$ cat src/rtl/pipe_hazard_pkg.sv
// pipe_hazard_pkg: shared types and helpers for the pipeline hazard controller
package pipe_hazard_pkg;
  typedef enum logic [1:0] {HZ_RUN = 2'd0, HZ_STALL = 2'd1, HZ_FLUSH = 2'd2} hz_state_t;
  localparam int FWD_REGFILE = 0;
  function automatic int sel_width(input int nstg);
    return $clog2(nstg + 1);
  endfunction
endpackage

$ cat src/rtl/pipe_hazard_ctrl_fwd_select.sv
// fwd_select: per-operand forwarding priority encoder over the post-EX stages
// Ports: rs (EX source), rd_stg/wen_stg/load_stg (stage k in slice k-1), sel (0 = regfile, k = stage k)
module fwd_select
  import pipe_hazard_pkg::*;
#(
  parameter int RADDR_W = 5,
  parameter int NSTG = 2,
  parameter int LOAD_FWD_MIN = 2,
  parameter int SEL_W = 2
) (
  input  logic [RADDR_W-1:0]      rs,
  input  logic [NSTG*RADDR_W-1:0] rd_stg,
  input  logic [NSTG-1:0]         wen_stg,
  input  logic [NSTG-1:0]         load_stg,
  output logic [SEL_W-1:0]        sel
);
  // scan oldest to youngest so the lowest matching stage overwrites the rest
  always_comb begin
    sel = SEL_W'(FWD_REGFILE);
    for (int k = NSTG; k >= 1; k--)
      if (wen_stg[k-1] && rd_stg[(k-1)*RADDR_W +: RADDR_W] != '0 &&
          rd_stg[(k-1)*RADDR_W +: RADDR_W] == rs && !(load_stg[k-1] && k < LOAD_FWD_MIN))
        sel = SEL_W'(k);
  end
endmodule

$ cat src/rtl/pipe_hazard_ctrl.sv
// pipe_hazard_ctrl: RV32I forwarding select, load-use stall and branch flush sequencer
// Inputs: clk, reset_n (async, active low), ID sources rs1_id/rs2_id with use flags, EX rs1_ex/rs2_ex/rd_ex,
//   wen_ex, load_ex, per-stage rd_stg/wen_stg/load_stg, pc_sel (taken branch/jump).
// Outputs: fwd_sel_a/fwd_sel_b, stall_pc, stall_ifid, flush_ifid, flush_idex, stall_cnt, flush_cnt.
// Option: define HAZARD_PERF_EN to build the saturating stall/flush performance counters.
module pipe_hazard_ctrl
  import pipe_hazard_pkg::*;
#(
  parameter int RADDR_W = 5,
  parameter int NSTG = 2,
  parameter int LOAD_LAT = 1,
  parameter int FLUSH_DEPTH = 2,
  parameter int LOAD_FWD_MIN = 2,
  localparam int SEL_W = sel_width(NSTG)
) (
  input  logic                    clk,
  input  logic                    reset_n,
  input  logic [RADDR_W-1:0]      rs1_id,
  input  logic                    use_rs1_id,
  input  logic [RADDR_W-1:0]      rs2_id,
  input  logic                    use_rs2_id,
  input  logic [RADDR_W-1:0]      rs1_ex,
  input  logic [RADDR_W-1:0]      rs2_ex,
  input  logic [RADDR_W-1:0]      rd_ex,
  input  logic                    wen_ex,
  input  logic                    load_ex,
  input  logic [NSTG*RADDR_W-1:0] rd_stg,
  input  logic [NSTG-1:0]         wen_stg,
  input  logic [NSTG-1:0]         load_stg,
  input  logic                    pc_sel,
  output logic [SEL_W-1:0]        fwd_sel_a,
  output logic [SEL_W-1:0]        fwd_sel_b,
  output logic                    stall_pc,
  output logic                    stall_ifid,
  output logic                    flush_ifid,
  output logic                    flush_idex,
  output logic [31:0]             stall_cnt,
  output logic [31:0]             flush_cnt
);
  hz_state_t state, nstate;
  logic [31:0] cnt, ncnt;
  logic [SEL_W-1:0] sel_a, sel_b;
  logic hz, do_flush, do_stall;
  fwd_select #(.RADDR_W(RADDR_W), .NSTG(NSTG), .LOAD_FWD_MIN(LOAD_FWD_MIN), .SEL_W(SEL_W)) u_fwd_a (
    .rs(rs1_ex), .rd_stg(rd_stg), .wen_stg(wen_stg), .load_stg(load_stg), .sel(sel_a)
  );
  fwd_select #(.RADDR_W(RADDR_W), .NSTG(NSTG), .LOAD_FWD_MIN(LOAD_FWD_MIN), .SEL_W(SEL_W)) u_fwd_b (
    .rs(rs2_ex), .rd_stg(rd_stg), .wen_stg(wen_stg), .load_stg(load_stg), .sel(sel_b)
  );
  assign hz = load_ex & wen_ex & (rd_ex != '0) &
              ((use_rs1_id & (rs1_id == rd_ex)) | (use_rs2_id & (rs2_id == rd_ex)));
  // a taken branch outranks everything; a pending load-use hazard is dropped behind a flush
  assign do_flush = pc_sel | (state == HZ_FLUSH);
  assign do_stall = !do_flush && (state == HZ_STALL || hz);
  always_comb begin
    nstate = state;
    ncnt = cnt;
    if (pc_sel) begin
      nstate = FLUSH_DEPTH > 1 ? HZ_FLUSH : HZ_RUN;
      ncnt = 32'(FLUSH_DEPTH - 1);
    end else if (state != HZ_RUN) begin
      nstate = cnt == 1 ? HZ_RUN : state;
      ncnt = cnt - 1;
    end else if (hz) begin
      nstate = LOAD_LAT > 1 ? HZ_STALL : HZ_RUN;
      ncnt = 32'(LOAD_LAT - 1);
    end
  end
  always_ff @(posedge clk or negedge reset_n)
    if (!reset_n) begin
      state <= HZ_RUN;
      cnt <= '0;
    end else begin
      state <= nstate;
      cnt <= ncnt;
    end
  // combinational outputs are forced low for as long as reset is held
  assign fwd_sel_a = reset_n ? sel_a : '0;
  assign fwd_sel_b = reset_n ? sel_b : '0;
  assign stall_pc = reset_n & do_stall;
  assign stall_ifid = reset_n & do_stall;
  assign flush_ifid = reset_n & do_flush;
  assign flush_idex = reset_n & (do_flush | do_stall);
`ifdef HAZARD_PERF_EN
  logic [31:0] s_cnt, f_cnt;
  always_ff @(posedge clk or negedge reset_n)
    if (!reset_n) begin
      s_cnt <= '0;
      f_cnt <= '0;
    end else begin
      if (do_stall && ~&s_cnt) s_cnt <= s_cnt + 1;
      if (pc_sel && ~&f_cnt) f_cnt <= f_cnt + 1;
    end
  assign stall_cnt = s_cnt;
  assign flush_cnt = f_cnt;
`else
  assign stall_cnt = '0;
  assign flush_cnt = '0;
`endif
endmodule

$ cat config.mk
export PLATFORM = sky130hd
export DESIGN_NAME = pipe_hazard_ctrl
export DESIGN_NICKNAME = d
export VERILOG_FILES = /design/src/rtl/pipe_hazard_pkg.sv /design/src/rtl/pipe_hazard_ctrl_fwd_select.sv /design/src/rtl/pipe_hazard_ctrl.sv
export SDC_FILE = /design/constraint.sdc
export NUM_CORES = 1
export LEC_CHECK = 0
export ABC_AREA = 1
export CAP_MARGIN = 5
export CORE_ASPECT_RATIO = 0.6
export CORE_UTILIZATION = 30
export DETAILED_ROUTE_END_ITERATION = 7
export PLACE_DENSITY = 0.66
export SETUP_SLACK_MARGIN = 0.15
export SLEW_MARGIN = 20
export SYNTH_ARGS = -nofsm -noshare
export SYNTH_HDL_FRONTEND = slang
export SYNTH_SLANG_ARGS = --single-unit
$ cat constraint.sdc
create_clock -name clk -period 1.8 [get_ports clk]
set_clock_uncertainty 0.15 [all_clocks]
set_input_delay 0.18 -clock clk [delete_from_list [all_inputs] [get_ports clk]]
set_output_delay 0.18 -clock clk [all_outputs]
set_load 0.01 [all_outputs]
**Yosys cells after proc, flatten, opt, wreduce, memory -nomap -nowiden**

Cells that the tools add are included.

- Register bits: 34
- Latch bits: 0
- Memory bits (writable): 0
- Memory bits (read-only): 0
- Bits of input ports: 46
- Output and inout bits: 72
- Memories kept: 0

- $add $sub $neg: 1
- $mul: 0
- Divide/modulo/power cells: 0
- Order comparisons: 0
- Eq/ne operators: 10
- Shifts and indexed selects: 0
- Multiplexer cells: 13
- Bitwise logic cells: 11
- Reduce and logical (&&, ||, !) cells: 18

Operators by type and width:

| cell | count |
|---|---|
| $mux 32 | 3 |
| $eq 32x1->1 const B | 1 |
| $sub 32x1->32 const B | 1 |
| $eq 5x5->1 | 6 |
| $mux 2 | 10 |
| $reduce_bool 5->1 | 3 |
| $logic_and 1x1->1 | 9 |
| $and 1x1->1 | 8 |
| $ne 3x2->1 const B | 1 |
| $or 1x1->1 | 3 |
| $reduce_bool 3->1 | 1 |
| $eq 2x1->1 const B | 1 |
| $eq 2x2->1 const B | 1 |
| $logic_not 1->1 | 2 |
| $reduce_and 2->1 | 1 |
| $reduce_bool 2->1 | 1 |
| $logic_or 1x1->1 | 1 |

**Longest topological paths before layout**

Gate-level depths: netlist of the first run.

- Word-level depth: 8
- Mapped depth: 10
- Mapped depth without buffers: 10

**Cells and area by module**

Synthesis of the first run repeated with hierarchy kept, for this count alone.

- Cell total of the unflattened synthesis: 595
- Area total of the unflattened synthesis: 3,564.7 µm²

By module, submodules not included:

| module | times used | cells an instance | area an instance (µm²) | sequential area each (µm²) |
|---|---|---|---|---|
| pipe_hazard_ctrl | 1 | 475 | 3,094.2 | 825.8 |
| fwd_select | 2 | 60 | 235.2 | 0.0 |

**Worst setup path before layout of the first run**

OpenSTA, ideal clock, no wires.

- Kind: register to register
- From: reg cnt[0]
- To: reg cnt[28]
- Arrival: 1.315 ns
- Required time: 1.532 ns
- Path slack: 0.217 ns
- Stages on the path, launching flop included: 10
- Buffers on the path: 0
- Period minus slack after synthesis: 1.583 ns
- Path through: dfrtp_1 -> inv_1 -> ha_1 -> nand2_4 -> nor2_8 -> nand2_4 -> nor2_1 -> nand2_1 -> nand3_1 -> nand2_1

- Cells in the longest elaborated chain, start to end: 3

Ends and longest elaborated chain:

| element | RTL line | text |
|---|---|---|
| from (decl) | pipe_hazard_ctrl.sv:41 | `logic [31:0] cnt, ncnt;` |
| from (signal assigned) | pipe_hazard_ctrl.sv:75 | `cnt <= ncnt;` |
| $sub 32x1->32 | pipe_hazard_ctrl.sv:63 | `ncnt = cnt - 1;` |
| $mux 32 | pipe_hazard_ctrl.sv:61 | `end else if (state != HZ_RUN) begin` |
| $mux 32 | pipe_hazard_ctrl.sv:58 | `if (pc_sel) begin` |

Every way passes these cells.
A chain may end at the register's enable or synchronous reset.

**Worst setup path in the final report of the first run**

- From: reg cnt[1]
- To: reg cnt[22]

The elaborated chain is that of the path after synthesis.

==> metrics.md, run 1 <==
| Metric | Value |
|---|---|
| CTS root buf | clkbuf_16 |
| Initial antenna violation count | 0 |
| Top-area cell type share of the netlist area | 0.242 |
| Clk_lat worst skew | 290 ps |
| Largest area contributor in the netlist | dfrtp_1 |
| Routability cong. | approximately 0.86 |
| Largest net degree at the start of global routing | 34 |
| Grt total ovfl | 0 |
| Post-synthesis sequential area ratio | 0.242 |
| Total vias in the final route | approximately 3300 |
| Max-Cap Viols | 0 |
| Clk sinks | 33 |
| Critical path launch point type | flop |
| Dpl hpwl | 6550 um |
| Average size of a mapped cell | 6.49 um2 |
| 1st-iter DRT viols | around 230 |
| TritonCTS buffer count | 5 |
| Placed cell area | around 0.004 mm2 |
| Hold Crit Class | input pin to asynchronous set/reset pin |
| Status | finished, violations left |
| Worst reg2reg path depth | 9 |
| FMAX | roughly 630 MHz |
| N_diodes | 0 |
| Crit-path cells | inv_2 > ha_4 > nand2_8 > nor2_4 > nand2_4 > nor2_2 > nand2_1 > nand3_1 > nand2_1 |
| RSZ-0062 raised after global routing | yes |
| Netlist Area Pre-Place | between 0.003 and 0.004 mm2 |
| Layout cell share with drive strength beyond 1 | 0.214 |
| Storage cell area | about 830 um2 |
| Crit end category | flop |
| Starting Density | 0.315 |
| CP required | 1820 ps |
| Final worst-path cycle share | 0.888 |
| Count leader, synth | nand2_1 |
| Core area | 0.0108 mm2 |
| Vias in the first global route | between 2000 and 3000 |
| DRT Pass-1 Iters | 5 |
| Worst-case vdd ir drop | 0.000788 V |
| CTS H-tree depth | 2 |
| Fill cell count | roughly 1200 |
| Number of port buffers | 52 |
| Hold slack | -9.08 ps |
| Wire per inst | 11.7 um |
| Design Area, Final | approximately 0.0043 mm2 |
| Total GRT Usage | 0.150 |
| Layout Area Growth over Synthesis | 25.7% |
| Crit-path max FO | 5 |
| WS Path Type | flop to flop |
| Post-DRT Antenna Nets | 0 |
| Die width | 140 um |
| Crit-path slowest cell | dfrtp_1 |
| Final hold vios | 27 |
| FP Rows | 29 |
| Multi-input logic area | between 0.002 and 0.0025 mm2 |
| Die area | roughly 0.012 mm2 |
| Synth cell types | 36 |
| Synthesis-stage register bit count | 33 |
| CTS tree | yes |
| Cell seen most often among critical-path stages | nand2_1 |
| Routed WL | 8630 um |
| Violated checks | negative hold slack |
| CTS max path bufs | 2 |
| Post-synth EDFFs | 0 |
| NumNets Final | ~650 |
| Slew Limit Fails | 0 |
| Asr flop ratio synth | 1.00 |
| Total power draw | between 0.007 and 0.008 W |
| IO Count | 118 |
| Setup violators final | 0 |
| Clk slew on worst S/H paths | about 60 ps |
| Leak | roughly 2.4 nW |
| Global-route wire length before repair | approximately 14000 um |
| Die H | ~85 um |
| Number of synthesis warnings | 0 |
| PwrDens | 1690 mW/mm2 |
| Post-Syn Instances | 525 |
| DRC Markers | 0 |
| Synth top cells by count | 130 x nand2_1, 71 x nand3_1, 66 x nor2_1 |
| Final Critical Period | 1600 ps |
| End-of-flow core utilization | 0.396 |
| Top cells by area, synth | dfrtp_1 24%, buf_4 14%, nand2_1 14% |
| WP data arrival | between 1500 and 2000 ps |
| Vias per Instance | about 4.4 |
| Critical path's largest stage delay | 420 ps |
| Prevailing post-synth register cell | dfrtp_1 |
## per-layer routing
metal / vias up / track usage / part of all wire
met5: - / 0 / 0
met4: 0 / 0.0380 / 0.011
met3: 9 / 0.0342 / 0.063
met2: 97 / 0.204 / 0.40
met1: 1492 / 0.231 / 0.53
li1: 1664 / - / -
## power by group
| part | total, W | leakage, nW | switching (W) | internal, W |
|---|---|---|---|---|
| Combinational | 0.00480 | 1.88 | 0.00303 | 0.00177 |
| Sequential | 0.00156 | 0.434 | 0.000496 | 0.00106 |
| Clock | 0.000874 | 0.0700 | 0.000330 | 0.000544 |
## repair_timing
item,4_1_cts,5_1_grt
setup endpoints to repair,40,28
pin swaps,22,27
resized for setup,77,63
hold buffers,0,1
endpoints found under the hold margin,0,6
buffers inserted,1,6
## worst max-delay path: cells and delay by family, from the launching register on
family                   cells  cell delay [ps]
flip-flops                   1              420
buffers and inverters        1              100
AND/OR/NAND/NOR              7              620
adder cells (fa/ha/maj)      1              170
## cell usage in the layout (no fill, tap or decap), types with 11 or more instances in the layout
master,count
nand2_2,12
nor2_4,16
conb_1,64
inv_2,11
inv_1,45
nand2_1,120
buf_4,19
nand3_1,66
nor2_2,16
nor2_1,49
dfrtp_1,27
a21oi_1,12
dlygate4sd2_1,29
## cell type report
type,count,share of cell area
multi-input cells,423,0.526
inverters,59,0.0552
repair buffers,75,0.150
well taps,139,0.0406
flip-flops and latches,33,0.195
clock buffers,7,0.0333
## through the flow
step	setup TNS (ps)	setup WS [ps]	std cells	hold WS [ps]
3_3_place_gp	-7650	-455	721	356
2_1_floorplan	0	217	588	-266
5_1_grt	0	104	736	56.4
6_report	0	201	736	-9.08
3_5_place_dp	-9110	-496	721	364
4_1_cts	0	152	729	156
## flip-flops by register name (all words and copies together) (netlist names)
signal and count:
cnt 32, state 1
## cell families after synthesis
family / after synthesis / share of synthesized area
DFF: 33 / 0.242
adders and majority gates: 2 / 0.00735
other: 1 / 0.00110
AOI/OAI and AO/OA: 37 / 0.0647
xor gates and xnor gates: 11 / 0.0283
and+or+nand+nor: 309 / 0.427
buffers and inverters: 132 / 0.230
## final timing paths
kind                            slack [ps]                  end                 from
worst max register to register         200  cnt[22]$_DFFE_PN0P_   cnt[1]$_DFFE_PN0P_
min in group clk                       380  cnt[31]$_DFFE_PN0P_  cnt[31]$_DFFE_PN0P_
worst min register to register         380  cnt[31]$_DFFE_PN0P_  cnt[31]$_DFFE_PN0P_
worst max-delay path                   200  cnt[22]$_DFFE_PN0P_   cnt[1]$_DFFE_PN0P_
worst min-delay path                    -9  cnt[30]$_DFFE_PN0P_              reset_n
max in group asynchronous              890  cnt[14]$_DFFE_PN0P_              reset_n
Power figures use the tool's default switching activity.
==> run 2: changes to the inputs <==
--- a/config.mk
+++ b/config.mk
@@ -9,6 +9,7 @@
 export CAP_MARGIN = 5
 export CORE_ASPECT_RATIO = 0.6
 export CORE_UTILIZATION = 30
+export CTS_CLUSTER_SIZE = 30
 export DETAILED_ROUTE_END_ITERATION = 7
 export PLACE_DENSITY = 0.66
 export SETUP_SLACK_MARGIN = 0.15
==> results of run 2 <==
The final DEF is identical to that of run 1; final timing and power are the same.
==> run 3: changes to the inputs <==
--- a/config.mk
+++ b/config.mk
@@ -11,6 +11,7 @@
 export CORE_UTILIZATION = 30
 export CTS_CLUSTER_SIZE = 30
 export DETAILED_ROUTE_END_ITERATION = 7
+export GPL_TIMING_DRIVEN = 0
 export PLACE_DENSITY = 0.66
 export SETUP_SLACK_MARGIN = 0.15
 export SLEW_MARGIN = 20
==> run 3 against run 2 <==
Effect of this change: the flow now finishes without violations; power grew 4.5%; global-route usage up 1.6 points; critical endpoint is now flush_idex; clock-buffer cell count rose by 1; combinational power up 7.1%; clock power decreased by 4.2%; routed wire length grew 14%; via count grew 10%; first-iteration DRC count grew 48%; die area stayed put; sequential power about the same; design area up 12%.
==> metrics.md, run 3 (synthesis gave the netlist of run 1 again) <==
| Metric | Value |
|---|---|
| Status | completed |
| DRC Markers | 0 (unchanged) |
| Critical path launch point type | flop |
| Critical path's largest stage delay | 390 ps (-30 ps) |
| Vias in the first global route | 3123 (+11%) |
| Post-DRT Antenna Nets | 0 (unchanged) |
| Wire per inst | 12.2 um (+4.3%) |
| Levels on crit path | 6 (-3) |
| Max-Cap Viols | 0 (unchanged) |
| Largest registers | cnt x32, state x1 |
| DRT Pass-1 Iters | 5 (unchanged) |
| Grt total ovfl | 0 (unchanged) |
| Setup violators final | 0 (unchanged) |
| Total power draw | 0.00756 W (+4.5%) |
| Crit-path max FO | 3 (-2) |
| Sequential power share | 0.209 (-0.006) |
| Crit end category | output pin |
| RSZ-0062 raised after global routing | yes |
| Reg2reg end | cnt[30]$_DFFE_PN0P_ |
| Crit-path cells | nor2_4 > buf_12 > buf_8 > buf_8 > a21oi_2 > buf_2 |
| FMAX | 601 MHz (-4.0%) |
| Die H | 84.5 um (unchanged) |
| Final hold vios | 0 (-100%) |
| Sw Share | 0.541 (+0.00702) |
| Commonest non-fill, non-tap cells in the layout | 117 x nand2_1, 80 x buf_4, 64 x conb_1 |
| Final Critical Period | 1660 ps (+66.2 ps) |
| Number of port buffers | 52 (unchanged) |
| Layout Area Growth over Synthesis | 41.3% |
| Critical path origin | state[1]$_DFFE_PN0P_ |
| Dpl cells | 780 (+8.2%) |
| Worst-case vdd ir drop | 0.000988 V (+25%) |
| Worst-margin pin slew | between 800 and 900 ps |
| PwrDens | 1570 mW/mm2 (-7.1%) |
| 1st-iter DRT viols | 338 (+48%) |
| Biggest register | cnt |
| Top Family by Delay on Critical Path | buffers and inverters |
| Routability cong. | 0.892 (+3.8%) |
| Die area | 0.0118 mm2 (unchanged) |
| CTS max path bufs | 2 (unchanged) |
| Switching Power | 0.00409 W (+5.8%) |
| Final worst-path cycle share | 0.925 (+0.0368) |
| Initial antenna violation count | 0 (unchanged) |
| Global-route wire length before repair | 15400 um (+11%) |
| CTS H-tree depth | 2 (unchanged) |
| Routed WL | 9880 um (+14%) |
| Core area | 0.0108 mm2 (unchanged) |
| Clock power share | 0.111 (-0.010) |
| Slew Limit Fails | 0 (unchanged) |
| Total GRT Usage | 0.166 (+0.0158) |
| N_diodes | 0 (unchanged) |
| Total vias in the final route | 3598 (+10%) |
| Vias per Instance | 4.45 (+0.47%) |
| CP required | 1470 ps (-350 ps) |
| CP endpoint | flush_idex |
| Finished Layout Cells | 808 (+9.8%) |
| Fin Setup TNS | 0 ps (unchanged) |
| TritonCTS buffer count | 5 (unchanged) |
| WS Path Type | flop to output pin |
| Buf+Inv Stages, Crit Path | 4 (+3) |
| Cell seen most often among critical-path stages | buf_8 |
| Pint | 0.00347 W (+2.9%) |
| Largest register FFs | 32 (unchanged) |
| Reg-to-reg slack, setup | 140 ps (-70 ps) |
| Dpl hpwl | 7380 um (+13%) |
| Worst slew margin | 0.445 |
| CTS tree | yes |
| Worst reg2reg path depth | 9 (unchanged) |
| NumNets Final | 716 (+11%) |
| Hold Crit Class | input pin to flop |
| Starting Density | 0.315 (unchanged) |
| Layout cell share with drive strength beyond 1 | 0.321 (+0.107) |
| Leak | 2.76 nW (+16%) |
| Die width | 140 um (unchanged) |
| Clk_lat worst skew | 280 ps (about the same) |
| Comb power frac | 0.680 (+0.016) |
| FP Rows | 29 (unchanged) |
| Clk slew on worst S/H paths | 50 ps (about the same) |
| Worst r2r src | cnt[0]$_DFFE_PN0P_ |
| Commonest non-fill, non-tap cell in the layout | nand2_1 |
| WP data arrival | 1330 ps (-290 ps) |
| Crit-path slowest cell | dfrtp_1 |
| Clk sinks | 33 (unchanged) |
| CTS root buf | clkbuf_16 |
| IO Count | 118 (unchanged) |
| Largest net degree at the start of global routing | 18 (-47%) |
## run 3: changes by cell type in the layout (fill, tap and decap cells not counted), sizes merged
| cell | change |
|---|---|
| buf | +73 |
| clkbuf | +12 |
| clkdlybuf4s50 | -2 |
| dlygate4sd2 | -9 |
| dlygate4sd3 | +1 |
| dlymetal6s2s | -3 |
## run 3: worst reg2reg max path: stages (launching register included)
cell and delay, ps:
dfrtp_1 410, inv_2 130, ha_4 180, nand2_8 70, nor2_4 170, nand2_4 100, nor2_4 140, nand3_2 70
nand3_2 60, nand2_1 50
## run 3: how the worst min path moves through the flow
stage                              from                   to  slack (ps)  cells past startpoint
floorplan                       reset_n   cnt[0]$_DFFE_PN0P_        -270                      0
global placement    cnt[31]$_DFFE_PN0P_  cnt[31]$_DFFE_PN0P_         360                      2
detailed placement              reset_n  cnt[21]$_DFFE_PN0P_          20                      1
CTS                              pc_sel   cnt[0]$_DFFE_PN0P_         270                      3
global route                     pc_sel   cnt[0]$_DFFE_PN0P_         340                      3
finish                           pc_sel   cnt[0]$_DFFE_PN0P_         330                      3
## run 3: timing repair
item | in CTS | in global routing
setup buffers | 7 | 11
pin swaps | 20 | 57
hold endpoints to repair | 33 | 0
hold buffers | 2 | 0
gates resized for setup | 101 | 85
endpoints found under the setup margin | 39 | 35
cloned | 0 | 0
## run 3: metrics by stage
| step | worst slack, ps | hold slack (ps) | util | area (um2) |
|---|---|---|---|---|
| CTS | 59.4 | 274 | 0.425 | 4590 |
| detailed placement | -769 | 16.1 | 0.403 | 4360 |
| global placement | -1710 | 358 | 0.401 | 4340 |
| floorplan | 217 | -266 | - | 3640 |
| global route | 60.9 | 338 | 0.445 | 4810 |
| finish | 135 | 329 | 0.445 | 4810 |
## run 3: routing by layer
layer | share of wire | track usage
met3 | 0.076 | 0.0473
met5 | 0.0059 | 0.0364
met1 | 0.50 | 0.247
met4 | 0.0086 | 0.0390
met2 | 0.41 | 0.227
## run 3: power by group through the flow
stage	clock, W	sequential, W	combinational (W)
floorplan	0	0.00135	0.00336
global placement	0	0.00147	0.00411
detailed placement	0	0.00149	0.00422
CTS	0.000844	0.00148	0.00434
global route	0.000876	0.00162	0.00567
finish	0.000837	0.00158	0.00514
## run 3: layout make-up
cell class	instances	area, um2
Inverter	59	236
Clock buffer	8	136
Buffer	73	567
Timing Repair Buffer	73	606
Fill cell	1105	6000
Tap cell	139	174
Multi-Input combinational cell	423	2260
Sequential cell	33	831
